--- src/rtl/ipv4_rx_decoder.sv ---
// Receive-side IPv4 header stripper: validates the header of a 32-bit word stream
// and forwards the UDP payload plus addresses/length to the downstream UDP decoder.
module ipv4_rx_decoder #(
    parameter logic [7:0] UDP_PROTO  = 8'd17,
    parameter bit         CHECK_CSUM = 1'b1
) (
    input  logic        clk,
    input  logic        reset,
    input  logic [31:0] data_in,
    input  logic        valid_in,
    input  logic        start_in,
    output logic [31:0] data,
    output logic        valid_out,
    output logic        start,
    output logic        fin,
    output logic [31:0] src_ip,
    output logic [31:0] dest_ip,
    output logic [15:0] len_udp,
    output logic        err,
    output logic [2:0]  err_code
);

    typedef enum logic [2:0] {
        IDLE    = 3'd0,
        HDR     = 3'd1,
        OPT     = 3'd2,
        PAYLOAD = 3'd3,
        DROP    = 3'd4
    } state_t;

    localparam logic [2:0] ERR_NONE    = 3'd0;
    localparam logic [2:0] ERR_VERSION = 3'd1;
    localparam logic [2:0] ERR_LENGTH  = 3'd2;
    localparam logic [2:0] ERR_CSUM    = 3'd3;
    localparam logic [2:0] ERR_PROTO   = 3'd4;
    localparam logic [2:0] ERR_FRAG    = 3'd5;
    localparam logic [2:0] ERR_ABORT   = 3'd6;

    function automatic logic [15:0] fold_sum(input logic [19:0] s);
        logic [19:0] t;
        t = {4'd0, s[15:0]} + {16'd0, s[19:16]};
        t = {4'd0, t[15:0]} + {16'd0, t[19:16]};
        return t[15:0];
    endfunction

    function automatic logic [19:0] add_halves(input logic [19:0] s, input logic [31:0] w);
        return s + {4'd0, w[31:16]} + {4'd0, w[15:0]};
    endfunction

    state_t      state_r, state_s;
    logic [3:0]  version_r, version_s;
    logic [3:0]  ihl_r, ihl_s;
    logic [3:0]  hdr_cnt_r, hdr_cnt_s;
    logic [15:0] total_len_r, total_len_s;
    logic [19:0] sum_r, sum_s, sum_acc_s;
    logic        mf_r, mf_s;
    logic [12:0] offset_r, offset_s;
    logic [7:0]  proto_r, proto_s;
    logic [31:0] src_tmp_r, src_tmp_s;
    logic [31:0] dst_tmp_r, dst_tmp_s;
    logic [14:0] pay_cnt_r, pay_cnt_s;
    logic        first_r, first_s;

    logic [31:0] data_s, src_ip_s, dest_ip_s;
    logic        valid_out_s, start_s, fin_s, err_s;
    logic [15:0] len_udp_s;
    logic [2:0]  err_code_s;

    logic [15:0] hdr_bytes_s, len_calc_s;
    logic [16:0] len_round_s;
    logic [14:0] pay_words_s;
    logic [2:0]  eval_code_s;
    logic [31:0] eval_dest_s;
    logic        do_eval_s;

    // Header verdict, computed against the sum including the word on data_in.
    always_comb begin
        sum_acc_s   = add_halves(sum_r, data_in);
        hdr_bytes_s = {10'd0, ihl_r, 2'b00};
        len_calc_s  = total_len_r - hdr_bytes_s;
        len_round_s = {1'b0, len_calc_s} + 17'd3;
        pay_words_s = len_round_s[16:2];
        eval_dest_s = (state_r == HDR) ? data_in : dst_tmp_r;
        if (version_r != 4'd4) begin
            eval_code_s = ERR_VERSION;
        end else if ((ihl_r < 4'd5) || (total_len_r < hdr_bytes_s)) begin
            eval_code_s = ERR_LENGTH;
        end else if (CHECK_CSUM && (fold_sum(sum_acc_s) != 16'hFFFF)) begin
            eval_code_s = ERR_CSUM;
        end else if (proto_r != UDP_PROTO) begin
            eval_code_s = ERR_PROTO;
        end else if (mf_r || (offset_r != 13'd0)) begin
            eval_code_s = ERR_FRAG;
        end else begin
            eval_code_s = ERR_NONE;
        end
    end

    // Next-state and next-output logic; nothing advances unless valid_in is high.
    always_comb begin
        state_s     = state_r;
        version_s   = version_r;
        ihl_s       = ihl_r;
        hdr_cnt_s   = hdr_cnt_r;
        total_len_s = total_len_r;
        sum_s       = sum_r;
        mf_s        = mf_r;
        offset_s    = offset_r;
        proto_s     = proto_r;
        src_tmp_s   = src_tmp_r;
        dst_tmp_s   = dst_tmp_r;
        pay_cnt_s   = pay_cnt_r;
        first_s     = first_r;
        data_s      = data;
        valid_out_s = 1'b0;
        start_s     = 1'b0;
        fin_s       = 1'b0;
        src_ip_s    = src_ip;
        dest_ip_s   = dest_ip;
        len_udp_s   = len_udp;
        err_s       = 1'b0;
        err_code_s  = ERR_NONE;
        do_eval_s   = 1'b0;

        if (valid_in) begin
            if (start_in) begin
                // A new start always wins; an unfinished packet is reported as aborted.
                if ((state_r == HDR) || (state_r == OPT) ||
                    ((state_r == PAYLOAD) && (pay_cnt_r != 15'd0))) begin
                    err_s      = 1'b1;
                    err_code_s = ERR_ABORT;
                end else begin
                    err_s      = 1'b0;
                    err_code_s = ERR_NONE;
                end
                version_s   = data_in[31:28];
                ihl_s       = data_in[27:24];
                total_len_s = data_in[15:0];
                sum_s       = {4'd0, data_in[31:16]} + {4'd0, data_in[15:0]};
                hdr_cnt_s   = 4'd1;
                state_s     = HDR;
            end else begin
                case (state_r)
                    IDLE: begin
                        state_s = IDLE;
                    end
                    HDR: begin
                        sum_s     = sum_acc_s;
                        hdr_cnt_s = hdr_cnt_r + 4'd1;
                        case (hdr_cnt_r)
                            4'd1: begin
                                mf_s     = data_in[13];
                                offset_s = data_in[12:0];
                            end
                            4'd2: proto_s   = data_in[23:16];
                            4'd3: src_tmp_s = data_in;
                            4'd4: begin
                                dst_tmp_s = data_in;
                                if (ihl_r > 4'd5) begin
                                    state_s = OPT;
                                end else begin
                                    do_eval_s = 1'b1;
                                end
                            end
                            default: state_s = IDLE;
                        endcase
                    end
                    OPT: begin
                        sum_s     = sum_acc_s;
                        hdr_cnt_s = hdr_cnt_r + 4'd1;
                        if (hdr_cnt_r == (ihl_r - 4'd1)) begin
                            do_eval_s = 1'b1;
                        end else begin
                            state_s = OPT;
                        end
                    end
                    PAYLOAD: begin
                        data_s      = data_in;
                        valid_out_s = 1'b1;
                        start_s     = first_r;
                        first_s     = 1'b0;
                        fin_s       = (pay_cnt_r == 15'd1);
                        pay_cnt_s   = pay_cnt_r - 15'd1;
                        if (pay_cnt_r == 15'd1) begin
                            state_s = IDLE;
                        end else begin
                            state_s = PAYLOAD;
                        end
                    end
                    DROP: begin
                        state_s = DROP;
                    end
                    default: begin
                        state_s = IDLE;
                    end
                endcase
            end
        end else begin
            state_s = state_r;
        end

        if (do_eval_s) begin
            if (eval_code_s != ERR_NONE) begin
                err_s      = 1'b1;
                err_code_s = eval_code_s;
                state_s    = DROP;
            end else begin
                src_ip_s  = src_tmp_r;
                dest_ip_s = eval_dest_s;
                len_udp_s = len_calc_s;
                pay_cnt_s = pay_words_s;
                first_s   = 1'b1;
                state_s   = (len_calc_s == 16'd0) ? IDLE : PAYLOAD;
            end
        end else begin
            first_s = first_s;
        end
    end

    // State register.
    always_ff @(posedge clk or negedge reset) begin
        if (!reset) begin
            state_r <= IDLE;
        end else begin
            state_r <= state_s;
        end
    end

    // Header fields, running sum, payload counter and registered outputs.
    always_ff @(posedge clk or negedge reset) begin
        if (!reset) begin
            version_r   <= 4'd0;
            ihl_r       <= 4'd0;
            hdr_cnt_r   <= 4'd0;
            total_len_r <= 16'd0;
            sum_r       <= 20'd0;
            mf_r        <= 1'b0;
            offset_r    <= 13'd0;
            proto_r     <= 8'd0;
            src_tmp_r   <= 32'd0;
            dst_tmp_r   <= 32'd0;
            pay_cnt_r   <= 15'd0;
            first_r     <= 1'b0;
            data        <= 32'd0;
            valid_out   <= 1'b0;
            start       <= 1'b0;
            fin         <= 1'b0;
            src_ip      <= 32'd0;
            dest_ip     <= 32'd0;
            len_udp     <= 16'd0;
            err         <= 1'b0;
            err_code    <= 3'd0;
        end else begin
            version_r   <= version_s;
            ihl_r       <= ihl_s;
            hdr_cnt_r   <= hdr_cnt_s;
            total_len_r <= total_len_s;
            sum_r       <= sum_s;
            mf_r        <= mf_s;
            offset_r    <= offset_s;
            proto_r     <= proto_s;
            src_tmp_r   <= src_tmp_s;
            dst_tmp_r   <= dst_tmp_s;
            pay_cnt_r   <= pay_cnt_s;
            first_r     <= first_s;
            data        <= data_s;
            valid_out   <= valid_out_s;
            start       <= start_s;
            fin         <= fin_s;
            src_ip      <= src_ip_s;
            dest_ip     <= dest_ip_s;
            len_udp     <= len_udp_s;
            err         <= err_s;
            err_code    <= err_code_s;
        end
    end

endmodule

--- config.mk ---
export PLATFORM = sky130hd
export DESIGN_NAME = ipv4_rx_decoder
export DESIGN_NICKNAME = d
export VERILOG_FILES = /design/src/rtl/ipv4_rx_decoder.sv
export SDC_FILE = /design/constraint.sdc
export NUM_CORES = 1
export LEC_CHECK = 0
export BUFFER_PORTS_ARGS = -buffer_cell sky130_fd_sc_hd__buf_2
export CAP_MARGIN = 5
export CORE_MARGIN = 2
export CORE_UTILIZATION = 46
export DETAILED_ROUTE_END_ITERATION = 8
export SYNTH_ARGS = -nofsm -noshare
export SYNTH_HDL_FRONTEND = slang
export SYNTH_SLANG_ARGS = --single-unit
--- constraint.sdc ---
create_clock -name clk -period 7.37 [get_ports clk]
set_input_delay 0.737 -clock clk [delete_from_list [all_inputs] [get_ports clk]]
set_output_delay 0.737 -clock clk [all_outputs]
set_load 0.005 [all_outputs]
==> impl.org, run 1 <==
** Run status
- Status :: completed

** Clock network
- The cell sitting at the root of the clock tree is a clkbuf_16.
- Number of clock sinks :: 272
- Clock tree from TritonCTS :: yes
- TritonCTS created 30 clock buffers.
- Clock latency at the later pin of the worst-skew pair :: 0.57 ns
- Clock tree buffer depth :: 3
- Register clock-pin slew on the reported worst setup and hold paths :: 0.07 ns
- CTS built an H-tree with a depth of 1.

** Synth
- Share of synthesized registers carrying an async set or reset :: 100%
- Number of nets in the synthesized netlist :: 1455
- Number of enable-type register cells in the synthesized netlist :: 0
- In the post-synthesis netlist, the biggest area contributors are dfrtp_1, nand2_1, mux2_2.
- During synthesis, Yosys emitted a total of 0 warnings.
- Sequential element share of the synthesized area :: 47.4%
- nand2_1 is the most common cell in the netlist.
- Summed over all instances, the cell type with the most area after synthesis is dfrtp_1.
- For this run, the leading register cell type out of synthesis is dfrtp_1.
- Cell area after synthesis :: 0.0144 mm²
- The number of different library cells used by synthesis comes to 72.
- Cell count after synthesis :: 1349
- Average cell area after synthesis :: 10.6 µm²
- In this run, synthesis produced a sequential element count of 272.
- Area share of the leading cell type in the synthesized netlist :: 47.4%
- Commonest cells in the synthesized netlist :: nand2_1, dfrtp_1, mux2_2, mux2_1, xnor2_1

** Setup path
- For the worst setup path, the data required time is 7.81 ns.
- Depth of the worst register-to-register path :: 28
- The critical path ends at dest_ip[12]$_DFFE_PN0P_.
- Across all register-to-register paths, the minimum setup slack is 0.54 ns.
- In this run the worst setup path begins at sum_r[8]$_DFFE_PN0P_.
- STA puts the critical path data arrival time at 7.27 ns.
- For this design, the slowest cell found on the critical path is fa_1.
- The worst setup path is launched from a flop.
- Along the worst path, the maximum fanout reaches 22.
- Reg-to-reg critical path endpoint :: dest_ip[12]$_DFFE_PN0P_
- STA classifies the critical path endpoint as a flop.
- Crit Path Category :: flop to flop
- In this design, the stage delay of the slowest critical-path cell is 0.47 ns.
- The worst register-to-register path begins at sum_r[8]$_DFFE_PN0P_.

** Floorplan
- The die covers 0.0326 mm².
- Core ar. :: 0.0307 mm²
- Total number of placement rows :: 64
- Die height :: 181 µm
- During I/O placement, the number of pins put on the boundary was 155.
- Once the floorplan was initialized, standard cells occupied 46.8% of the core.
- The die is 181 µm wide.

** Pwr
- Clock share of power :: 26.9%
- Lkg Pwr :: 8.83 nW
- The design draws 5.80 mW.
- Combinational cell fraction of total power :: 41.2%
- Internal power summed over all cells :: 3.67 mW
- In this run the power spent charging and discharging nets is 2.13 mW.
- For this design the ratio of total power to cell area is 340 mW/mm².
- Part of the total power dissipated in sequential elements :: 31.9%
- Worst vdd rail ir drop :: 0.250 mV
- Switching Share :: 36.7%

** STA
- TNS Setup :: 0 ns
- Min Hold Slack :: 0.192 ns
- Post-route minimum period :: 6.83 ns
- Final worst path period share :: 92.7%
- In this run the tightest slew margin relative to its limit is 25.3%.
- Timing would allow up to 0.146 GHz.
- Setup repair after global routing missed its margin :: false
- Setup violations, final :: 0
- Least setup slack across all paths after layout :: 0.537 ns
- For the pin with the worst max-slew slack, the measured transition is 1.12 ns.
- The final number of max-transition violations is 0.
- Number of hold violations in the final report :: 0
- Between clock sinks in the finished design, the worst skew comes to 0.0115 ns.

** Place
- Worst slack, placed :: -0.198 ns
- Summed over all nets, the half-perimeter wirelength after detailed placement is 27.6 mm.
- GP Congestion :: 0.946
- Input and output buffers added on the ports amount to 154.
- Cell area after placement :: 0.0160 mm²

** Layout
- The finished cells cover 0.0171 mm².
- The post-route netlist has 24.9% of its cells at a drive strength greater than 1.
- N_diodes :: 0
- Relative to the synthesized area, the layout overhead comes to 18.9%.
- Counting the fill cells in the layout gives 2737.
- In the final design database the tool counted 1668 nets.

** Detailed routing
- The detail route stage leaves a number of antenna-violating nets equal to 0.
- The final route contains 10800 vias.
- The first detailed-routing pass ran for 5 iterations.
- Detailed-route DRC error count :: 0
- In the final routed layout, each cell accounts on average for 19.8 µm.
- Dividing the detail-routed via count by the number of cells gives 5.47.
- Wires add up to 39.2 mm.
- The first routing iteration left 728 violations.

** Run
- Max-cap violation count :: 0

** GRT
- Number of global-route vias before repair :: 11000
- Number of antenna violations at the first check in global routing :: 4
- The total overflow left after global routing is 0.
- Wire length of the first global-routing pass :: 62.7 mm
- Across every metal layer, demand over resource in global routing totals 24.3%.
- Maximum number of pins on one net before global-route repair :: 170

** Hold path
- In this run the worst hold path is classified as primary input to async pin.
==> area by class of cell <==
class                   instances  area, µm²  share of cell area (%)
multi-input cells             984       7150                    41.9
flip-flops and latches        272       6810                    39.9
repair buffers                233       1440                    8.41
clock buffers                  38        811                    4.75
well taps                     396        495                    2.90
clock inverters                17        219                    1.28
inverters                      41        154                   0.901
==> timing repair <==
action	in CTS	in global routing
buffers inserted	0	3
hold buffers	0	0
setup endpoints to repair	0	95
gates resized for setup	0	6
==> stage by stage <==
step	cells	utilization, %
6_report	1981	55.7
5_1_grt	1981	55.7
4_1_cts	1978	55.5
3_5_place_dp	1923	52.1
3_3_place_gp	1923	52.1
2_1_floorplan	1349	-
==> cell families (layout without fill, tap and decap cells) <==
logic type | count (synthesis) | in the layout | share of synthesized area (%)
simple gates | 491 | 491 | 15.3
flops | 272 | 272 | 47.4
mux | 188 | 188 | 14.5
compound gates | 154 | 154 | 7.56
buf+inv | 93 | 329 | 3.08
xor+xnor | 81 | 81 | 4.94
fa+ha+maj | 70 | 70 | 7.15
==> registers in the layout (all words and copies together) (netlist names), 16 cells and up <==
signal       cells
data            32
dest_ip         32
dst_tmp_r       32
len_udp         16
src_ip          32
src_tmp_r       32
sum_r           20
total_len_r     16
==> power groups by stage <==
stage	Sequential, mW	Clock (mW)	Combinational [mW]
after global routing	1.88	1.65	2.66
final	1.85	1.56	2.39
after floorplan	1.83	0	1.63
after global placement	1.86	0	2.35
after CTS	1.85	1.59	2.36
after detailed placement	1.87	0	2.35
==> worst min path at each step <==
stage | startpoint | end | slack, ns | cells after the start
detailed placement | data[14]$_DFFE_PN0P_ | data[14]$_DFFE_PN0P_ | 0.46 | 2
global route | reset | data[27]$_DFFE_PN0P_ | 0.26 | 1
floorplan | reset | data[0]$_DFFE_PN0P_ | 0.44 | 0
CTS | reset | start$_DFF_PN0_ | 0.24 | 1
global placement | first_r$_DFF_PN0_ | first_r$_DFF_PN0_ | 0.45 | 1
finish | reset | start$_DFF_PN0_ | 0.19 | 1
==> metal layers <==
metal  vias up  share of wire (%)  GRT usage (%)
met4         4                1.5           4.42
met3        45                6.7           4.81
met5         -              0.048              0
met1      5400                 48           35.8
li1       5092                  -              -
met2       299                 44           37.6
==> critical path: cells and delay by family, from the launching register on <==
| kind | cells | cell delay [ns] |
|---|---|---|
| flip-flops | 1 | 0.39 |
| adder cells (fa/ha/maj) | 5 | 1.65 |
| XOR/XNOR | 2 | 0.34 |
| AO/OA/AOI/OAI | 8 | 1.45 |
| multiplexers | 1 | 0.34 |
| buffers and inverters | 4 | 0.46 |
| AND/OR/NAND/NOR | 8 | 2.04 |
==> cells in the final DEF (no fill, tap or decap), types with 30 or more instances in the layout <==
cell / netlist / routed
dfrtp_1: 272 / 272
xor2_1: 30 / 30
inv_1: 40 / 40
buf_2: 2 / 153
nand2_1: 303 / 302
o21ai_0: 32 / 30
buf_4: 0 / 74
mux2_1: 78 / 78
xnor2_1: 51 / 51
clkbuf_16: 0 / 30
ha_1: 50 / 50
nor2_1: 48 / 47
mux2_2: 87 / 87
Note: power is estimated with default switching activity, not from simulation.
==> inputs of run 2 (changes only) <==
--- a/config.mk
+++ b/config.mk
@@ -10,6 +10,7 @@
 export CORE_MARGIN = 2
 export CORE_UTILIZATION = 46
 export DETAILED_ROUTE_END_ITERATION = 8
+export RECOVER_POWER = 50
 export SYNTH_ARGS = -nofsm -noshare
 export SYNTH_HDL_FRONTEND = slang
 export SYNTH_SLANG_ARGS = --single-unit
==> impl.org, run 2 (synthesis results as in run 1) <==
** Run status
- Status :: complete, but fails checks (was completed)
- Failing checks :: max-capacitance violations, max-slew violations

** Layout
- Sequential cell area :: 0.00681 mm² (unchanged)
- The total area of multi-input combinational cells came to 0.00715 mm² (unchanged).
- Share of cells above drive strength 1 :: 23.7% (was 24.9%)
- Most frequent cells in the layout :: nand2_1, dfrtp_1, buf_2 (unchanged)
- The area growth from synthesis to layout was 18.7% (was 18.9%).
- The core utilization of the finished layout is 55.6% (was 55.7%).
- Cell area after layout :: 0.0170 mm² (was 0.0171 mm²)
- N_diodes :: 0 (unchanged)
- Number of fill cells in the layout :: 2745 (was 2737)
- The final layout net count is 1668 (unchanged).
- The most common library cell in the layout ignoring fill and taps was nand2_1 (unchanged).

** Place
- Cell area after placement :: 0.0160 mm² (unchanged)
- GP Congestion :: 0.946 (unchanged)
- The port buffer count is 154 (unchanged).
- Post-detailed-placement half-perimeter wirelength :: 27.6 mm (unchanged)

** Clock network
- Clk root buf :: clkbuf_16 (unchanged)
- Number of levels the H-tree was split into :: 1 (unchanged)
- The clock buffer count from CTS came to 30 (unchanged).
- The clock net sink count came to 272 (unchanged).
- The number of buffers between clock root and the deepest sink came to 3 (unchanged).
- The clock tree from TritonCTS was yes (unchanged).
- The clock latency at the later pin of the worst-skew pair came to 0.57 ns (about the same).
- Register clock-pin slew on the reported worst setup and hold paths :: 0.07 ns (about the same)

** STA
- Setup violations, final :: 0 (unchanged)
- Worst Skew :: 0.0109 ns (was 0.0115 ns)
- The measured slew at the worst slew-check pin came to 5.72 ns (was 1.12 ns).
- Setup repair after global routing missed its margin: false (unchanged).
- The worst hold margin was 0.473 ns (was 0.192 ns).
- Final worst path period share :: 92.5% (was 92.7%)
- Number of hold violations in the final report :: 0 (unchanged)
- Relative max-transition margin :: -281% (was 25.3%)
- Post-route minimum period :: 6.82 ns (was 6.83 ns)
- The final number of max-transition violations came to 173 (was 0).
- Maximum clock frequency :: 0.147 GHz (was 0.146 GHz)

** GRT
- The total routing resource utilization after global routing is 24.3% (unchanged).
- The remaining global-route overflow was 0 (unchanged).
- Number of antenna violations at the first check in global routing :: 4 (unchanged)
- Number of global-route vias before repair :: 11000 (unchanged)
- Maximum number of pins on one net before global-route repair :: 170 (unchanged)
- Wire length of the first global-routing pass :: 62.7 mm (unchanged)

** Pwr
- Lkg Pwr :: 8.75 nW (was 8.83 nW)
- The share of power burned in registers is 31.9% (about the same).
- Total Power :: 5.80 mW (about the same)
- The internal cell power was 3.67 mW (about the same).
- Power per cell area :: 340 mW/mm² (about the same)
- Power spent charging and discharging nets :: 2.13 mW (about the same)
- The largest voltage drop on the vdd net was 0.250 mV (about the same).
- The fraction of power spent switching nets was 36.7% (about the same).
- Clock share of power :: 26.9% (about the same)
- Combinational cell fraction of total power :: 41.2% (about the same)

** Floorplan
- The number of placement rows is 64 (unchanged).
- # IOs :: 155 (unchanged)
- Core ar. :: 0.0307 mm² (unchanged)
- The full die area is 0.0326 mm² (unchanged).
- The initial core utilization was 46.8% (unchanged).
- The width of the chip is 181 µm (unchanged).
- The die boundary height is 181 µm (unchanged).

** Detailed routing
- Number of design-rule violations left by the first detailed-router iteration :: 716 (was 728)
- The antenna violation net count after detailed routing was 0 (unchanged).
- The length of the first detailed-routing pass in iterations came to 5 (unchanged).
- The DRC violations left was 0 (unchanged).
- Total via count in the routed design :: 10800 (about the same)
- The detailed-route vias per instance was 5.45 (was 5.47).
- The routed wire length is 39.2 mm (about the same).
- Routed len/inst :: 19.8 µm (about the same)

** Run
- Max-cap violation count :: 3 (was 0)

** Setup path
- Slowest cell delay on critical path :: 0.47 ns (about the same)
- The kind of end point of the critical path is a flop (unchanged).
- Critical path launch point type :: flop (unchanged)
- The largest driver fanout on the critical path was 10 (was 22).
- The data required time at the worst endpoint came to 7.81 ns (about the same).
- Crit Path Category :: flop to flop (unchanged)
- Data arrival time of the worst path :: 7.26 ns (was 7.27 ns)
- The cell at the slowest stage of the critical path was fa_1 (unchanged).
- Reg2reg setup slack :: 0.55 ns (was 0.54 ns)

** Hold path
- The path class of the lowest-slack min-delay path was flop to flop (was primary input to async pin).
-- run 2: stage by stage --
stage                     setup slack, ns  std cells  setup TNS [ns]
after floorplan                     0.268       1349               0
after global placement          -0.000980       1923        -0.00377
after detailed placement           -0.198       1923          -11.61
after CTS                           0.314       1978               0
after global routing              0.00738       1981               0
final                               0.551       1981               0
-- run 2: repair_timing --
| action | CTS | global route |
|---|---|---|
| gates resized for setup | 0 | 6 |
| endpoints found under the setup margin | 0 | 95 |
| buffers inserted | 0 | 3 |
| hold buffers | 0 | 0 |
| endpoints found under the hold margin | 0 | 0 |
-- run 2: cell type report --
cell class | count | area share (%)
multi-input cells | 984 | 42.0
flip-flops and latches | 272 | 40.0
repair buffers | 233 | 8.20
clock buffers | 38 | 4.76
well taps | 396 | 2.91
clock inverters | 17 | 1.29
inverters | 41 | 0.903
-- run 2: worst paths after layout --
kind,from,end,cells past startpoint
min in group asynchronous,reset,start$_DFF_PN0_,1
max in group asynchronous,reset,src_tmp_r[31]$_DFFE_PN0P_,1
setup reg to reg,sum_r[8]$_DFFE_PN0P_,src_ip[11]$_DFFE_PN0P_,28
hold / removal,data[15]$_DFFE_PN0P_,data[15]$_DFFE_PN0P_,2
hold reg to reg,data[15]$_DFFE_PN0P_,data[15]$_DFFE_PN0P_,2
setup / recovery,sum_r[8]$_DFFE_PN0P_,src_ip[11]$_DFFE_PN0P_,28
-- run 2: metal layers --
layer	track usage, %	share of wire [%]
met5	0	0.059
met4	4.42	1.4
met3	4.81	6.6
met1	35.8	47
met2	37.6	44
-- run 2: worst max-delay path, delay by kind of cell (launching register included) --
family	cells	cell delay, ns
and+or+nand+nor	8	2.03
DFF	1	0.39
adders and majority gates	5	1.65
buffers and inverters	4	0.47
xor gates and xnor gates	2	0.34
AOI/OAI and AO/OA	8	1.45
muxes	1	0.34
-- run 2: power groups by stage --
| stage | Clock [mW] | Combinational (mW) | Sequential, mW |
|---|---|---|---|
| 5_1_grt | 1.65 | 2.66 | 1.88 |
| 3_5_place_dp | 0 | 2.35 | 1.87 |
| 3_3_place_gp | 0 | 2.35 | 1.86 |
| 6_report | 1.56 | 2.39 | 1.85 |
| 2_1_floorplan | 0 | 1.63 | 1.83 |
| 4_1_cts | 1.59 | 2.36 | 1.85 |
==> inputs of run 3 (changes only) <==
--- a/config.mk
+++ b/config.mk
@@ -5,6 +5,7 @@
 export SDC_FILE = /design/constraint.sdc
 export NUM_CORES = 1
 export LEC_CHECK = 0
+export ABC_AREA = 1
 export BUFFER_PORTS_ARGS = -buffer_cell sky130_fd_sc_hd__buf_2
 export CAP_MARGIN = 5
 export CORE_MARGIN = 2
==> impl.org, run 3 <==
** Run status
- Status: complete, but fails checks (unchanged).
- Failing checks :: max-capacitance violations, max-slew violations (unchanged)

** Pwr
- The leakage power came to 8.75 nW (about the same).
- The power per standard cell area came to 403 mW/mm² (was 340 mW/mm²).
- Worst vdd rail ir drop :: 0.266 mV (was 0.250 mV)
- The clock network fraction of total power was 21.7% (was 26.9%).
- Part of the total power dissipated in sequential elements :: 31.4% (was 31.9%)
- The net switching component of the power is 2.99 mW (was 2.13 mW).
- The final total power is 6.86 mW (was 5.80 mW).
- Switching Share :: 43.6% (was 36.7%)
- Internal power summed over all cells :: 3.86 mW (was 3.67 mW)
- Combinational cell fraction of total power :: 47.0% (was 41.2%)

** Floorplan
- Die Width :: 182 µm (was 181 µm)
- The placeable core area was 0.0314 mm² (was 0.0307 mm²).
- Die height :: 182 µm (was 181 µm)
- The number of placement rows came to 65 (was 64).
- The number of placed I/O pins is 155 (unchanged).
- Initial Util :: 46.6% (was 46.8%)
- The full die area came to 0.0332 mm² (was 0.0326 mm²).

** Clock network
- Register clock-pin slew on the reported worst setup and hold paths :: 0.06 ns (was 0.07 ns)
- Clock tree from TritonCTS :: yes (unchanged)
- The clock buffer count from CTS came to 30 (unchanged).
- The cell at the root of the clock tree is clkbuf_16 (unchanged).
- The clock net sink count is 272 (unchanged).
- Clock tree buffer depth :: 3 (unchanged)
- Post-cts hold buffer count :: 0 (unchanged)
- Number of levels the H-tree was split into :: 1 (unchanged)
- Clock latency at the later pin of the worst-skew pair :: 0.56 ns (was 0.57 ns)

** STA
- The final clock period utilization by the worst path was 91.5% (was 92.5%).
- TNS Setup :: 0 ns (unchanged)
- Relative max-transition margin :: -297% (was -281%)
- Maximum clock frequency :: 0.148 GHz (was 0.147 GHz)
- The final-report setup violation count is 0 (unchanged).
- The worst hold margin came to 0.473 ns (about the same).
- The number of hold-slack violations in the final timing report is 0 (unchanged).
- Post-route minimum period :: 6.75 ns (was 6.82 ns)
- The measured slew at the worst slew-check pin was 5.96 ns (was 5.72 ns).
- Worst Skew :: 0.0127 ns (was 0.0109 ns)
- The final number of max-transition violations was 137 (was 173).

** Detailed routing
- The antenna violation net count after detailed routing came to 0 (unchanged).
- Total via count in the routed design :: 12600 (was 10800)
- The per-cell routed wire length came to 17.3 µm (was 19.8 µm).
- The DRC violations left was 0 (unchanged).
- First-pass detailed-route iteration total :: 5 (unchanged)
- The detailed-route vias per instance is 5.20 (was 5.45).
- Number of design-rule violations left by the first detailed-router iteration :: 952 (was 716)
- Wire length reported by the detailed router :: 41.7 mm (was 39.2 mm)

** Synth
- The number of distinct standard cells referenced by the synthesized netlist came to 41 (was 72).
- Library cell occupying the most area in the post-synthesis netlist :: dfrtp_1 (unchanged)
- Sequential element share of the synthesized area :: 46.5% (was 47.4%)
- Area share of the leading cell type in the synthesized netlist :: 46.5% (was 47.4%)
- The share of synthesized registers carrying an async set or reset came to 100% (unchanged).
- Cell types with the largest area share after synthesis :: dfrtp_1, nand2_1, o21ai_0 (was dfrtp_1, nand2_1, mux2_2)
- Number of enable-type register cells in the synthesized netlist :: 0 (unchanged)
- Commonest cells in the synthesized netlist :: nand2_1, dfrtp_1, o21ai_0, inv_1, nor2_1 (was nand2_1, dfrtp_1, mux2_2, mux2_1, xnor2_1)
- Average cell area after synthesis :: 7.94 µm² (was 10.6 µm²)
- The number of instances in the synthesized netlist was 1842 (was 1349).
- The number of nets in the synthesized netlist came to 1948 (was 1455).
- The count of yosys warnings during synthesis is 0 (unchanged).
- Cell area after synthesis :: 0.0146 mm² (was 0.0144 mm²)
- The top flip-flop cell by instance count after synthesis is dfrtp_1 (unchanged).
- The flop and latch count out of synthesis came to 272 (unchanged).
- Most common cell in the netlist :: nand2_1 (unchanged)

** Run
- The max capacitance violation total came to 2 (was 3).

** Place
- Post-detailed-placement half-perimeter wirelength :: 29.6 mm (was 27.6 mm)
- The port buffer count is 154 (unchanged).
- The weighted congestion reported at the end of routability-driven placement came to 0.889 (was 0.946).

** Setup path
- Data required time at the worst endpoint :: 7.82 ns (was 7.81 ns)
- Critical path launch point type :: flop (unchanged)
- The cell that appears most often on the critical path is nand2_1.
- Crit Path Category :: flop to flop (unchanged)
- Data arrival time of the worst path :: 7.20 ns (was 7.26 ns)
- The largest driver fanout on the critical path is 24 (was 10).
- The longest individual stage delay on the worst path was 0.53 ns (was 0.47 ns).
- The cell at the slowest stage of the critical path is fa_1 (unchanged).
- Critical path capture point type :: flop (unchanged)

** GRT
- The total routing resource utilization after global routing came to 24.7% (was 24.3%).
- Number of global-route vias before repair :: 11900 (was 11000)
- The pin count of the biggest net entering global routing was 166 (was 170).
- The remaining global-route overflow was 0 (unchanged).
- The global-route wire length before repair came to 65.0 mm (was 62.7 mm).
- The number of antenna violations at the first check in global routing is 0 (was 4).

** Layout
- Number of nets at the end of the flow :: 2099 (was 1668)
- N_diodes :: 0 (unchanged)
- Most frequent cells in the layout :: nand2_1, dfrtp_1, o21ai_0 (was nand2_1, dfrtp_1, buf_2)
- The most common library cell in the layout ignoring fill and taps is nand2_1 (unchanged).
- The number of fillers in the final layout was 3033 (was 2745).
- The area growth from synthesis to layout came to 16.2% (was 18.7%).
- The ratio of cells with drive above 1 in the final layout was 12.5% (was 23.7%).

** Hold path
- The path class of the lowest-slack min-delay path is flop to flop (unchanged).
-- run 3: cell count changes after synthesis, sizes merged, moves of 30 or more --
| cell | previous run | this run |
|---|---|---|
| xnor2 | 51 | 21 |
| nand2 | 303 | 603 |
| o21ai | 32 | 271 |
| mux2 | 165 | 0 |
| inv | 41 | 191 |
| nor2 | 48 | 113 |
| nand3 | 22 | 86 |
-- run 3: metal layers --
| metal | GRT usage [%] | up-vias | wire length, µm |
|---|---|---|---|
| met5 | 0 | - | 0 |
| met4 | 7.26 | 0 | 1370 |
| met3 | 3.19 | 80 | 1970 |
| met2 | 40.9 | 309 | 19400 |
| met1 | 34.3 | 5948 | 19000 |
| li1 | - | 6243 | - |
-- run 3: worst max-delay path: cells and delay by family, from the launching register on --
kind / cells / cell delay [ns]
AOI/OAI and AO/OA: 2 / 0.37
xor gates and xnor gates: 1 / 0.19
adders and majority gates: 6 / 1.70
buffers and inverters: 8 / 0.73
DFF: 1 / 0.39
and+or+nand+nor: 30 / 3.25
-- run 3: stage by stage --
stage	instances	area (µm²)	setup slack (ns)	utilization (%)
after global placement	2355	15800	-0.0375	50.3
after CTS	2410	16800	0.423	53.5
after floorplan	1842	14600	0.801	-
after detailed placement	2355	15800	-0.105	50.3
after global routing	2418	17000	-0.0180	54.1
final	2418	17000	0.624	54.1
-- run 3: cell families (layout without fill, tap and decap cells) --
logic type | count (synthesis) | count (layout) | share of synthesized area (%)
buffers and inverters | 256 | 430 | 7.05
adders and majority gates | 70 | 70 | 7.02
xor gates and xnor gates | 50 | 50 | 2.99
DFF | 272 | 272 | 46.5
AOI/OAI and AO/OA | 341 | 341 | 12.4
and+or+nand+nor | 853 | 853 | 24.0
-- run 3: area by class of cell --
cell class | count | area [µm²] | share of cell area [%]
Multi-Input combinational cell | 1314 | 6930 | 40.8
Sequential cell | 272 | 6810 | 40.1
Timing Repair Buffer | 181 | 1030 | 6.05
Clock buffer | 44 | 893 | 5.26
Inverter | 194 | 733 | 4.31
Tap cell | 402 | 503 | 2.96
Clock inverter | 11 | 101 | 0.596
-- run 3: timing repair --
item / in CTS / in global routing
resized for setup: 0 / 37
endpoints found under the setup margin: 0 / 99
setup buffers: 0 / 4
-- run 3: power by group through the flow --
stage / clock (mW) / combinational (mW) / sequential [mW]
global placement: 0 / 3.04 / 2.16
CTS: 1.52 / 3.09 / 2.14
global route: 1.58 / 3.70 / 2.20
floorplan: 0 / 2.25 / 2.12
finish: 1.49 / 3.22 / 2.15
detailed placement: 0 / 3.08 / 2.17
-- run 3: path summary, 6_finish.rpt --
check,endpoint,slack [ns],cells after the start,from
setup / recovery,pay_cnt_r[0]$_DFF_PN0_,0.62,47,sum_r[1]$_DFFE_PN0P_
hold / removal,len_udp[2]$_DFFE_PN0P_,0.47,2,len_udp[2]$_DFFE_PN0P_
setup reg to reg,pay_cnt_r[0]$_DFF_PN0_,0.62,47,sum_r[1]$_DFFE_PN0P_
hold reg to reg,len_udp[2]$_DFFE_PN0P_,0.47,2,len_udp[2]$_DFFE_PN0P_
max in group asynchronous,sum_r[8]$_DFFE_PN0P_,1.64,1,reset
min in group asynchronous,src_ip[7]$_DFFE_PN0P_,2.39,1,reset
